File: config.mk
export PLATFORM = sky130hd
export DESIGN_NAME = bru_queue
export DESIGN_NICKNAME = d
export VERILOG_FILES = /design/src/rtl/bru_queue.sv
export SDC_FILE = /design/constraint.sdc
export NUM_CORES = 1
export LEC_CHECK = 0
export ABC_CLOCK_PERIOD_IN_PS = 8800
export CAP_MARGIN = 10
export CELL_PAD_IN_SITES_DETAIL_PLACEMENT = 1
export CELL_PAD_IN_SITES_GLOBAL_PLACEMENT = 1
export CORE_ASPECT_RATIO = 0.75
export CORE_MARGIN = 2
export CORE_UTILIZATION = 43
export CTS_CLUSTER_DIAMETER = 120
export DETAILED_ROUTE_END_ITERATION = 12
export GPL_ROUTABILITY_DRIVEN = 0
export PLACE_DENSITY_LB_ADDON = 0.1
export SETUP_SLACK_MARGIN = 0.2
export SYNTH_ARGS = -nofsm -noshare
export SYNTH_HDL_FRONTEND = slang
export SYNTH_SLANG_ARGS = --single-unit
File: constraint.sdc
create_clock -name clk -period 8.8 [get_ports clk]
set_input_delay 1.32 -clock clk [delete_from_list [all_inputs] [get_ports clk]]
set_output_delay 1.32 -clock clk [all_outputs]
set_load 0.005 [all_outputs]
File: src/rtl/bru_queue.sv
// Branch resolution unit: evaluates issued branch/jump ops against the front-end
// prediction and queues the results in a small FIFO for the commit/redirect logic.
module bru_queue #(
  parameter int XLEN  = 32,
  parameter int TAG_W = 5,
  parameter int DEPTH = 2,
  parameter int CNT_W = 32
) (
  input  logic             clk,
  input  logic             rst_n,
  input  logic             flush,
  input  logic             in_valid,
  output logic             in_ready,
  input  logic [3:0]       in_op,
  input  logic [XLEN-1:0]  in_src1,
  input  logic [XLEN-1:0]  in_src2,
  input  logic [XLEN-1:0]  in_pc,
  input  logic [XLEN-1:0]  in_imm,
  input  logic [TAG_W-1:0] in_tag,
  input  logic             in_pred_taken,
  input  logic [XLEN-1:0]  in_pred_target,
  output logic             out_valid,
  input  logic             out_ready,
  output logic [TAG_W-1:0] out_tag,
  output logic             out_taken,
  output logic [XLEN-1:0]  out_next_pc,
  output logic [XLEN-1:0]  out_link,
  output logic             out_link_we,
  output logic             out_mispredict,
  output logic [CNT_W-1:0] cnt_resolved,
  output logic [CNT_W-1:0] cnt_mispredict
);

  localparam int PTR_W = $clog2(DEPTH);
  localparam logic [PTR_W:0] FULL_CNT = (PTR_W+1)'(DEPTH);

  typedef enum logic [3:0] {
    OP_NOP  = 4'd0,
    OP_EQ   = 4'd1,
    OP_NE   = 4'd2,
    OP_LT   = 4'd3,
    OP_GE   = 4'd4,
    OP_LTU  = 4'd5,
    OP_GEU  = 4'd6,
    OP_JAL  = 4'd7,
    OP_JALR = 4'd8
  } op_e;

  typedef struct packed {
    logic [TAG_W-1:0] tag;
    logic             taken;
    logic [XLEN-1:0]  next_pc;
    logic [XLEN-1:0]  link;
    logic             link_we;
    logic             mispredict;
  } entry_t;

  logic [PTR_W-1:0] wr_ptr, rd_ptr;
  logic [PTR_W:0]   count;
  entry_t           mem [DEPTH];
  entry_t           new_entry;
  entry_t           head;
  logic             op_real, is_link, is_jalr, taken;
  logic [XLEN-1:0]  target, seq_pc;
  logic             push, pop;

  assign in_ready  = (count < FULL_CNT) & ~flush;
  assign out_valid = (count != '0);
  assign push      = in_valid & in_ready & op_real;
  assign pop       = out_valid & out_ready & ~flush;

  // NOTE: every always_comb output gets a default before the case so that
  // unlisted op codes cannot leave a signal unassigned and infer a latch.
  always_comb begin
    op_real = 1'b1;
    is_link = 1'b0;
    is_jalr = 1'b0;
    taken   = 1'b0;
    case (op_e'(in_op))
      OP_EQ:   taken = (in_src1 == in_src2);
      OP_NE:   taken = (in_src1 != in_src2);
      OP_LT:   taken = ($signed(in_src1) <  $signed(in_src2));
      OP_GE:   taken = ($signed(in_src1) >= $signed(in_src2));
      OP_LTU:  taken = (in_src1 <  in_src2);
      OP_GEU:  taken = (in_src1 >= in_src2);
      OP_JAL:  begin taken = 1'b1; is_link = 1'b1; end
      OP_JALR: begin taken = 1'b1; is_link = 1'b1; is_jalr = 1'b1; end
      default: op_real = 1'b0;
    endcase

    seq_pc = in_pc + XLEN'(4);
    target = is_jalr ? ((in_src1 + in_imm) & ~XLEN'(1)) : (in_pc + (in_imm << 1));

    new_entry.tag        = in_tag;
    new_entry.taken      = taken;
    new_entry.next_pc    = taken ? target : seq_pc;
    new_entry.link       = is_link ? seq_pc : '0;
    new_entry.link_we    = is_link;
    new_entry.mispredict = (taken != in_pred_taken) | (taken & (target != in_pred_target));
  end

  // NOTE: the payload array carries no reset; out_valid (from count) qualifies
  // every read, so stale contents are never observable.
  always_ff @(posedge clk) begin
    if (push) mem[wr_ptr] <= new_entry;
  end

  always_ff @(posedge clk or negedge rst_n) begin
    if (!rst_n) begin
      wr_ptr <= '0;
      rd_ptr <= '0;
      count  <= '0;
    end else if (flush) begin
      wr_ptr <= '0;
      rd_ptr <= '0;
      count  <= '0;
    end else begin
      if (push) wr_ptr <= wr_ptr + PTR_W'(1);
      if (pop)  rd_ptr <= rd_ptr + PTR_W'(1);
      if (push && !pop)      count <= count + (PTR_W+1)'(1);
      else if (pop && !push) count <= count - (PTR_W+1)'(1);
    end
  end

  // Performance counters survive flush and stick at all-ones.
  always_ff @(posedge clk or negedge rst_n) begin
    if (!rst_n) begin
      cnt_resolved   <= '0;
      cnt_mispredict <= '0;
    end else if (pop) begin
      if (cnt_resolved != '1) cnt_resolved <= cnt_resolved + CNT_W'(1);
      if (head.mispredict && cnt_mispredict != '1)
        cnt_mispredict <= cnt_mispredict + CNT_W'(1);
    end
  end

  always_comb begin
    head           = out_valid ? mem[rd_ptr] : '0;
    out_tag        = head.tag;
    out_taken      = head.taken;
    out_next_pc    = head.next_pc;
    out_link       = head.link;
    out_link_we    = head.link_we;
    out_mispredict = head.mispredict;
  end

endmodule

# Word-level counts from Yosys, hierarchy flattened
# Memories as Yosys holds them, arrays and structs flattened.
# Index checks and enable logic that the tools add are counted.
# word_totals
ff_bits	68
mem_bits_rw	144
inputBits	175
output_inout_bits	138
wordCells	72
mem_count	1
# classes
add_sub_neg	9
n_lt_le_gt_ge	5
n_eq_ne	14
muxes	17
bitwise_logic	8
n_reduce_logical	13
# mem_list
name	depth	width	rd	rd_clocked_by_memory_dff	wr	line	rtl
mem	2	72	1	0	1	60	entry_t mem [DEPTH];
# ops
op	count
$mux W32	3
$mux W72	1
$add A32 B1 Y32 const B	2
$add A32 B32 Y32	2
$ge A32 B32 Y1	2
$lt A32 B32 Y1	2
$ne A32 B32 Y1	2
$ne A32 B32 Y1 const B	2
$add A32 B3 Y32 const B	1
$eq A32 B32 Y1	1
$eq A4 B3 Y1 const B	4
$mux W1	9
$eq A4 B2 Y1 const B	2
$reduce_or A8 Y1	1
$pmux W1 S7	1
$and A1 B1 Y1	6
$mux W2	3
$reduce_bool A2 Y1	3
$eq A4 B1 Y1 const B	1
$eq A4 B4 Y1 const B	1
$reduce_and A2 Y1	2
$logic_and A1 B1 Y1	3
$reduce_bool A3 Y1	1
$add A1 B1 Y1 const B	2
other kinds (8)	9

# Logic depth before layout (Yosys ltp)
# Gate-level depths: netlist of the first run.
# depth
depth_word	9
depth_mapped	14
ltp_nobuf	13

# Worst setup path after synthesis of the first run
# Ideal clock, no wire load.
# synth_timing
kind	input to register
startpoint	input in_op[2]
endpoint	memory mem[0][0] (netlist bit), enable pin
setup_time_ns	0.503
t_arrival_ns	5.790
setup_slack_ns	2.507
stages	6
path_buffers	3
cell_sequence	buf_2 > nor4b_2 > clkbuf_1 > clkbuf_1 > o211ai_1 > nor2_1
# synth_between
elab_chain_len	6
elab_cells_between_ends	13
cone_classes	eq/ne: 8; mux: 3; bitwise: 1; reduce/logical: 1
# synth_lines
item	line	rtl
start: declaration	14	input logic [3:0] in_op,
$eq A4 B4 Y1, or another cell as far along	79	case (op_e'(in_op))
$reduce_or A8 Y1 (no source line) (*)	n/a	
$mux W1 (*)	79	
$and A1 B1 Y1 (*)	69	assign push = in_valid & in_ready & op_real;
$mux W1 (*)	105	if (push) mem[wr_ptr] <= new_entry;
$mux W1 (implied by the code) (*)	105	
end: declaration	60	
# Mark *: on every way between the ends. The rest lies on a longest branch, timed or not.

==> results of run 1 <==
## routing by layer
| metal | vias to the layer above | wire length (um) | track usage |
|---|---|---|---|
| met5 | - | 39 | 0 |
| met4 | 6 | 840 | 0.05894 |
| met3 | 50 | 4667 | 0.06527 |
| met2 | 532 | 22940 | 0.4197 |
| met1 | 6945 | 26520 | 0.4404 |
| li1 | 6598 | - | - |
## critical path, stage by stage
cell and delay [ns]:
clkdlybuf4s50_1 0.56, ha_1 0.48, a21oi_1 0.42, o21ai_0 0.35
a32oi_1 0.27, o41ai_1 0.18, o41ai_1 0.52, xnor2_1 0.20
o2111ai_1 0.14, a2111oi_0 0.52, nand4_1 0.21, nor4_1 0.30
a21oi_1 0.13
## through the flow
step	hold slack (ns)	worst slack, ns
after floorplan	0.4770	2.507
after global placement	0.4735	2.999
after detailed placement	0.4791	3.087
after CTS	0.4911	3.619
after global routing	0.5067	3.334
final	0.4884	3.459
## registers in the layout, summed over array words and instances (netlist names)
name,flops
mem,144
cnt_mispredict,32
cnt_resolved,32
count,2
rd_ptr,1
wr_ptr,1
## kinds of logic (layout without fill, tap and decap cells)
family                   after synthesis  count (layout)  share of synthesized area
AND/OR/NAND/NOR                      613             613                     0.1932
other                                  0               6                          0
buffers and inverters                119             421                    0.03183
flip-flops                           212             212                     0.3901
XOR/XNOR                             150             150                    0.08732
AO/OA/AOI/OAI                        335             335                     0.1496
adder cells (fa/ha/maj)               97              97                    0.07954
multiplexers                         105             105                    0.06844
## worst max-delay path by stage
| stage | endpoint | slack (ns) | cells after the start |
|---|---|---|---|
| global route | mem[1][0] | 3.33 | 13 |
| global placement | mem[0][0] | 3.00 | 13 |
| detailed placement | mem[0][0] | 3.09 | 13 |
| CTS | mem[1][0] | 3.62 | 13 |
| floorplan | mem[0][0] | 2.51 | 6 |
| finish | mem[1][0] | 3.46 | 13 |
## layout make-up
type	instances	area, sq um
antenna	6	15.01
clock buffer	31	615.6
clock inverter	9	83.83
fill	4075	15950
inverter	58	217.7
multi-input combinational	1300	8967
sequential	212	6030
tap	465	581.8
timing repair buffer	323	3201
## power by group through the flow
stage	registers [mW]	logic (mW)	clock network [mW]
6_report	1.12	0.764	0.921
5_1_grt	1.12	0.825	0.972
4_1_cts	1.12	0.748	0.934
3_5_place_dp	1.14	0.743	0
3_3_place_gp	1.14	0.723	0
2_1_floorplan	1.14	0.436	0
## placed cells by master, fill, tap and decap left out, types with 15 or more instances in the layout
master	count
a211oi_1	15
a21o_1	27
a21oi_1	95
and3_1	23
clkbuf_16	23
clkdlybuf4s50_1	311
dfrtp_1	67
edfxtp_1	144
ha_1	95
inv_1	57
mux2i_1	100
nand2_1	123
nand3_1	65
nand4_1	44
nor2_1	200
nor3_1	39
nor4_1	16
o21a_1	18
o21ai_0	52
xnor2_1	85
xor2_1	62
==> impl_metrics.toml, run 1 <==
[run_status]
status = "finished, final reports clean"

[logic_synthesis]
synthCells = 1631
synth_area_leaders = "edfxtp_1 28%, dfrtp_1 11%, ha_1 7.7%, mux2i_1 6.5%, nor2_1 4.9%"
yosys-top-cells-count = "203 x nor2_1, 144 x edfxtp_1, 123 x nand2_1"
synthMostInstantiatedCell = "nor2_1"
seq_area_frac_synth = 0.3901
ys_async_sr_fraction = 0.3208
synth_warnings = 0
yosys_register_bits = 212
synth-edff-count = 144
synth_ff_type = "edfxtp_1"
postSynthAreaPerCell_sq_um = 9.471
synthesis.area_sq_mm = 0.01545
synth_top_area_frac = 0.2799
synthDistinctLibCells = 86
syn-num-nets = 1903
yosys.area.top_type = "edfxtp_1"

[timing]
report.final.setup_viol = 0
setup_tns_ns = 0
tightest_slew_ns = 1.089
period_needed_ns = 5.341
slew_headroom = 0.2743
fmax_mhz = 187.2
hold_viol = 0
grt_setup_unrepaired = "no"
finalCritPeriodShare = 0.6069
fin_skew_ns = 0.007722
drv_slew = 0

[drt]
drc = 0
viasPerCell = 5.878
wl_um = 55010
routedWlPerCell_um = 22.88
antenna_left = 0
dr.pass1.iters = 6
drtIter0Drc = 1251
route.vias.total = 14131

[final_layout]
drive_gt1_frac = 0.04346
fin_area_sq_mm = 0.01971
stdcell_count = 2404
utilization = 0.5528
final_nets = 2190
syn2layout_area_growth_pct = 27.60

[global_routing]
grtUsageTotal = 0.2898
grt_start_max_net_pins = 73
grt_pass1_vias = 14256
grt_pass1_wl_um = 84220
antenna_found_initial = 9
grt_overflow = 0

[floorplan]
die_y_um = 168.1
rows = 60
dieArea_sq_mm = 0.03747
die_x_um = 222.9
start_util = 0.4332
core_sq_mm = 0.03566
io_pins = 313

[placed_design]
place.detailed.hpwl_um = 43520
postPlaceCellArea_sq_mm = 0.01900
dp_cells = 2358
io_buffers = 312

[clock_network]
cts_resized = 0
cts.sinks = 212
cts_made_buffers = 23
hold_buffers = 0
clk_pin_slew_ns = 0.07
worstSkewPairLatency_ns = 0.52
cts_max_level = 1
cts_setup_buffers = 0
clockBufferDepth = 3
cts_root_buffer = "clkbuf_16"
cts_tree = "yes"

[power_and_ir_drop]
p_sw_mw = 0.8597
intPower_mw = 1.944
p_comb_frac = 0.273
p_leak_nw = 7.502
power_mw = 2.804
clkPwrFrac = 0.328
ir_worst_vdd_uv = 115.2
switching_share = 0.3066
powerDensity_mw_per_mm2 = 142.2
pwr-share-seq = 0.399

[critical_path]
critPathMaxFanout = 11
startpoint = "in_imm[8]"
cp.required_ns = 9.06
r2r_cells = 11
r2r-start = "cnt_mispredict[14]"
r2r-end = "cnt_mispredict[21]"
end_kind = "flop"
worstSetupPathType = "in -> reg"
rrSetupSlack_ns = 5.40
start_kind = "input port"
cp_data_arrival_time_ns = 5.60

[hold_path]
hold_class = "reg -> reg"
min_to = "cnt_resolved[26]"
worstHoldPathCells = 1
hp-start = "cnt_resolved[26]"

[run]
max_cap_viol_count = 0
No activity file was read; power rests on OpenSTA's default activity.
==> run 2: changes to the inputs <==
ABC_CLOCK_PERIOD_IN_PS = 5000   (was 8800)
CORE_UTILIZATION = 40   (was 43)
clock period = 5 ns   (was 8.8 ns; I/O delays follow)
==> run 2 against run 1 <==
Compared with the run above: core utilization shrank 2.7 points; register-to-register slack lost 3.8 ns; clock power rose by 87%; sequential power up 76%; final cell count up 3.0%; worst setup slack got worse by 2.9 ns; hold slack got worse by 0.36 ns; via count shrank 0.27%; highest routed layer is now met4; power grew 80%; sequential cell count stayed put; critical path depth increased by 2; clock skew increased by 0.0034 ns.
==> impl_metrics.toml, run 2 (synthesized netlist as in run 1, its figures left out) <==
[clock_network]
cts_root_buffer = "clkbuf_16"
cts_max_level = 1
clk_pin_slew_ns = 0.07
worstSkewPairLatency_ns = 0.52
clockBufferDepth = 3
cts_tree = "yes"
cts_made_buffers = 23
hold_buffers = 0
cts.sinks = 212

[drt]
drc = 0
route.vias.total = 14093
antenna_left = 0
routedWlPerCell_um = 22.17
wl_um = 54900
drtIter0Drc = 1278
dr.pass1.iters = 5
viasPerCell = 5.692

[final_layout]
drive_gt1_frac = 0.05969
largestRegisters = "mem (144), cnt_mispredict (32), cnt_resolved (32)"
largest_register = "mem"
final_nets = 2216
fin_area_sq_mm = 0.02007
largest_reg_flops = 144
syn2layout_area_growth_pct = 29.90
final_common_cell = "clkdlybuf4s50_1"
fillers = 4321
utilization = 0.5258
final_cell_mix = "311 x clkdlybuf4s50_1, 200 x nor2_1, 144 x edfxtp_1, 123 x nand2_1, 100 x mux2i_1"

[run_status]
status = "finished, final reports clean"

[critical_path]
worstSetupPathType = "in -> reg"
critPathMaxFanout = 4
cp_slowest_stage_delay_ns = 0.59
end_kind = "flop"
crit_slowest_cell = "a2111oi_0"
path_buf_inv = 2
cp.required_ns = 5.26
worstPathCellList = "clkdlybuf4s50_1, ha_1, fa_1, a21oi_1, o21a_1, o211ai_2, a2111oi_0, nor3b_1, nand3_1, o2111ai_1, a2111oi_0, buf_4, nand4_1, nor4_1, a21oi_1"
start_kind = "input port"
critPathTopFamily = "compound AO/OA/AOI/OAI gates"
cp_data_arrival_time_ns = 4.72
path_depth = 15
r2r_cells = 10

[timing]
tightest_slew_ns = 0.8893
slew_headroom = 0.4045
fin_skew_ns = 0.01116
drv_slew = 0
fmax_mhz = 224.1
holdWs_ns = 0.1255
report.final.setup_viol = 0
period_needed_ns = 4.463
setup_tns_ns = 0
hold_viol = 0
finalCritPeriodShare = 0.8926
grt_setup_unrepaired = "no"

[power_and_ir_drop]
powerDensity_mw_per_mm2 = 251.2
ir_worst_vdd_uv = 194.2
p_leak_nw = 7.678

[global_routing]
grt_pass1_wl_um = 83780
grt_pass1_vias = 14310
grtUsageTotal = 0.2675
grt_start_max_net_pins = 73
antenna_found_initial = 4
grt_overflow = 0

[floorplan]
core_sq_mm = 0.03817
start_util = 0.4047
io_pins = 313
die_y_um = 174.2
rows = 62
die_x_um = 230.9
dieArea_sq_mm = 0.04022

[placed_design]
io_buffers = 312
place.detailed.hpwl_um = 44150
postPlaceCellArea_sq_mm = 0.01929

[hold_path]
hold_class = "in -> async"

[run]
max_cap_viol_count = 0
run 2: cell types whose count changed in the layout (fill, tap and decap cells not counted), moves of 2 or more:
cell / previous run / this run
diode_2: 6 / 4
clkinv_2: 0 / 3
buf_12: 0 / 3
buf_4: 11 / 34
o41ai_1: 3 / 1
o41ai_2: 0 / 2
clkinv_1: 5 / 3
run 2: stage by stage:
step                      power, mW  setup WS [ns]  std cells
after floorplan               2.766        -0.7231       1631
after global placement        3.294        0.07002       2431
after detailed placement      3.332        0.03380       2431
after CTS                     5.048         0.5672       2472
after global routing          5.254         0.2031       2475
final                         5.041         0.5369       2476
run 2: area by class of cell:
class	instances	area (sq um)	share of cell area
Antenna cell	4	10.01	0.0004988
Clock inverter	9	98.84	0.004926
Timing Repair Buffer	349	3433	0.1711
Tap cell	512	640.6	0.03192
Inverter	58	217.7	0.01085
Sequential cell	212	6030	0.3005
Clock buffer	32	650.6	0.03242
Multi-Input combinational cell	1300	8986	0.4478
run 2: worst paths after layout:
check                           slack (ns)                 to              from
min in group clk                      0.49   cnt_resolved[17]  cnt_resolved[17]
worst max register to register        1.61   cnt_resolved[25]  cnt_resolved[15]
worst min-delay path                  0.13   cnt_resolved[12]             rst_n
worst min register to register        0.49   cnt_resolved[17]  cnt_resolved[17]
max in group asynchronous             3.83  cnt_mispredict[4]             rst_n
worst max-delay path                  0.54          mem[0][0]          in_pc[1]
run 2: power breakdown:
group	internal [mW]	switching, mW
clock	1.01	0.703
sequential	1.94	0.0288
combinational	0.583	0.775
run 2: per-layer routing:
metal  GRT usage  wire length (um)
met2      0.3906             23280
met3     0.04068              3543
met1      0.4094             26770
met4     0.06855              1296
met5           0                 0
run 2: what timing repair did:
item | CTS | global route
resized for setup | 0 | 3
setup endpoints to repair | 0 | 2
buffers inserted | 0 | 0
==> run 3: changes to the inputs <==
CORE_UTILIZATION = 50   (was 40)
DONT_BUFFER_PORTS = 1   (was not set)
==> run 3 against run 2 <==
Compared with the run above: clock-buffer cell count decreased by 4; fmax increased by 14%; power fell by 8.4%; cell area shrank 18%; non-clock buffer count shrank 335; worst setup slack improved by 0.53 ns; sequential share of layout area up 6.4 points; final cell count fell by 18%; core utilization is 2.0 points higher; largest cell class unchanged; via count is 6.9% lower; sequential power about the same.
==> impl_metrics.toml, run 3 (synthesized netlist as in run 1, its figures left out) <==
[run_status]
status = "finished, final reports clean"

[timing]
grt_setup_unrepaired = "no"
period_needed_ns = 3.932
finalCritPeriodShare = 0.7864
fin_skew_ns = 0.01916
setup_ws_ns = 1.068
tightest_slew_ns = 1.088
slew_headroom = 0.2748
hold_viol = 0
fmax_mhz = 254.3
holdWs_ns = 0.1162
report.final.setup_viol = 0
setup_tns_ns = 0
drv_slew = 0

[clock_network]
cts_max_level = 1
cts_resized = 0
cts_setup_buffers = 0
cts_made_buffers = 22
cts_root_buffer = "clkbuf_16"
cts.sinks = 212
clockBufferDepth = 3
worstSkewPairLatency_ns = 0.51
cts_tree = "yes"
clk_pin_slew_ns = 0.06

[drt]
drtIter0Drc = 1376
viasPerCell = 6.493
drc = 0
dr.pass1.iters = 5
route.vias.total = 13116
wl_um = 51800
routedWlPerCell_um = 25.65
antenna_left = 0

[floorplan]
die_y_um = 156.2
rows = 55
io_pins = 313
core_sq_mm = 0.03028
start_util = 0.5102
dieArea_sq_mm = 0.03233
die_x_um = 207.0

[global_routing]
antenna_found_initial = 4
grtUsageTotal = 0.3118
grt_pass1_vias = 12812
grt_start_max_net_pins = 73
grt_pass1_wl_um = 76810
grt_overflow = 0

[placed_design]
io_buffers = 0
place_ws_ns = 0.6679
place.detailed.hpwl_um = 40470
dp_cells = 1982
postPlaceCellArea_sq_mm = 0.01584

[critical_path]
r2r_cells = 10
r2r-start = "cnt_mispredict[14]"
rrSetupSlack_ns = 1.74
worstSetupPathType = "in -> reg"
end_kind = "flop"
start_kind = "input port"
r2r-end = "cnt_mispredict[19]"
cp_data_arrival_time_ns = 4.18
cp.required_ns = 5.24
critPathMaxFanout = 11

[final_layout]
fin_area_sq_mm = 0.01654
final_common_cell = "nor2_1"
stdcell_count = 2020
largest_reg_flops = 144
diodes = 0
syn2layout_area_growth_pct = 7.055
fillers = 3415
largest_register = "mem"
final_nets = 1880
final_cell_mix = "200 x nor2_1, 144 x edfxtp_1, 123 x nand2_1, 100 x mux2i_1"
drive_gt1_frac = 0.05305
largestRegisters = "mem (144), cnt_mispredict (32), cnt_resolved (32)"
utilization = 0.5462

[hold_path]
hold_class = "in -> async"

[power_and_ir_drop]
power_mw = 4.616
powerDensity_mw_per_mm2 = 279.1
ir_worst_vdd_uv = 228.7
p_leak_nw = 6.373

[run]
max_cap_viol_count = 0
## run 3: how the worst max path moves through the flow
| stage | start | to | slack (ns) | depth (start not counted) |
|---|---|---|---|---|
| 6_report | in_src1[8] | mem[1][0] | 1.07 | 12 |
| 5_1_grt | in_src1[0] | mem[0][0] | 0.92 | 13 |
| 4_1_cts | in_src1[0] | mem[0][0] | 1.19 | 13 |
| 3_5_place_dp | in_src1[0] | mem[0][0] | 0.67 | 13 |
| 3_3_place_gp | in_src1[0] | mem[0][0] | 0.76 | 13 |
| 2_1_floorplan | in_op[2] | mem[0][0] | -0.72 | 6 |
## run 3: critical path, cell delays in order
cell and delay, ns:
ha_1 0.41, a21oi_1 0.35, o21ai_0 0.28, a32oi_1 0.22, o41ai_1 0.14, o41ai_1 0.61
xnor2_1 0.21, o2111ai_1 0.12, a2111oi_0 0.44, nand4_1 0.20, nor4_1 0.31, a21oi_1 0.13
## run 3: power breakdown
group          switching (mW)  leakage [nW]  internal, mW  total [mW]
combinational           0.681          3.78         0.405        1.09
sequential             0.0339          2.26          1.94        1.97
clock                   0.656         0.332         0.901        1.56
total                    1.37          6.37          3.25        4.62
## run 3: layout make-up
type / instances / area [sq um] / share of cell area
Clock buffer: 28 / 604.3 / 0.03654
Clock inverter: 9 / 68.82 / 0.004161
Inverter: 58 / 217.7 / 0.01316
Sequential cell: 212 / 6030 / 0.3646
Tap cell: 399 / 499.2 / 0.03019
Timing Repair Buffer: 14 / 150.1 / 0.009079
Multi-Input combinational cell: 1300 / 8967 / 0.5423
## run 3: what timing repair did
item	in CTS	in global routing
endpoints found under the hold margin	68	0
setup endpoints to repair	0	0
hold buffers	1	0
## run 3: routing by layer
metal | routed length (um) | global-route usage | vias up
li1 | - | - | 5950
met5 | 34 | 0 | -
met3 | 5285 | 0.07997 | 78
met1 | 24350 | 0.4785 | 6497
met4 | 1051 | 0.05910 | 4
met2 | 21080 | 0.4413 | 587
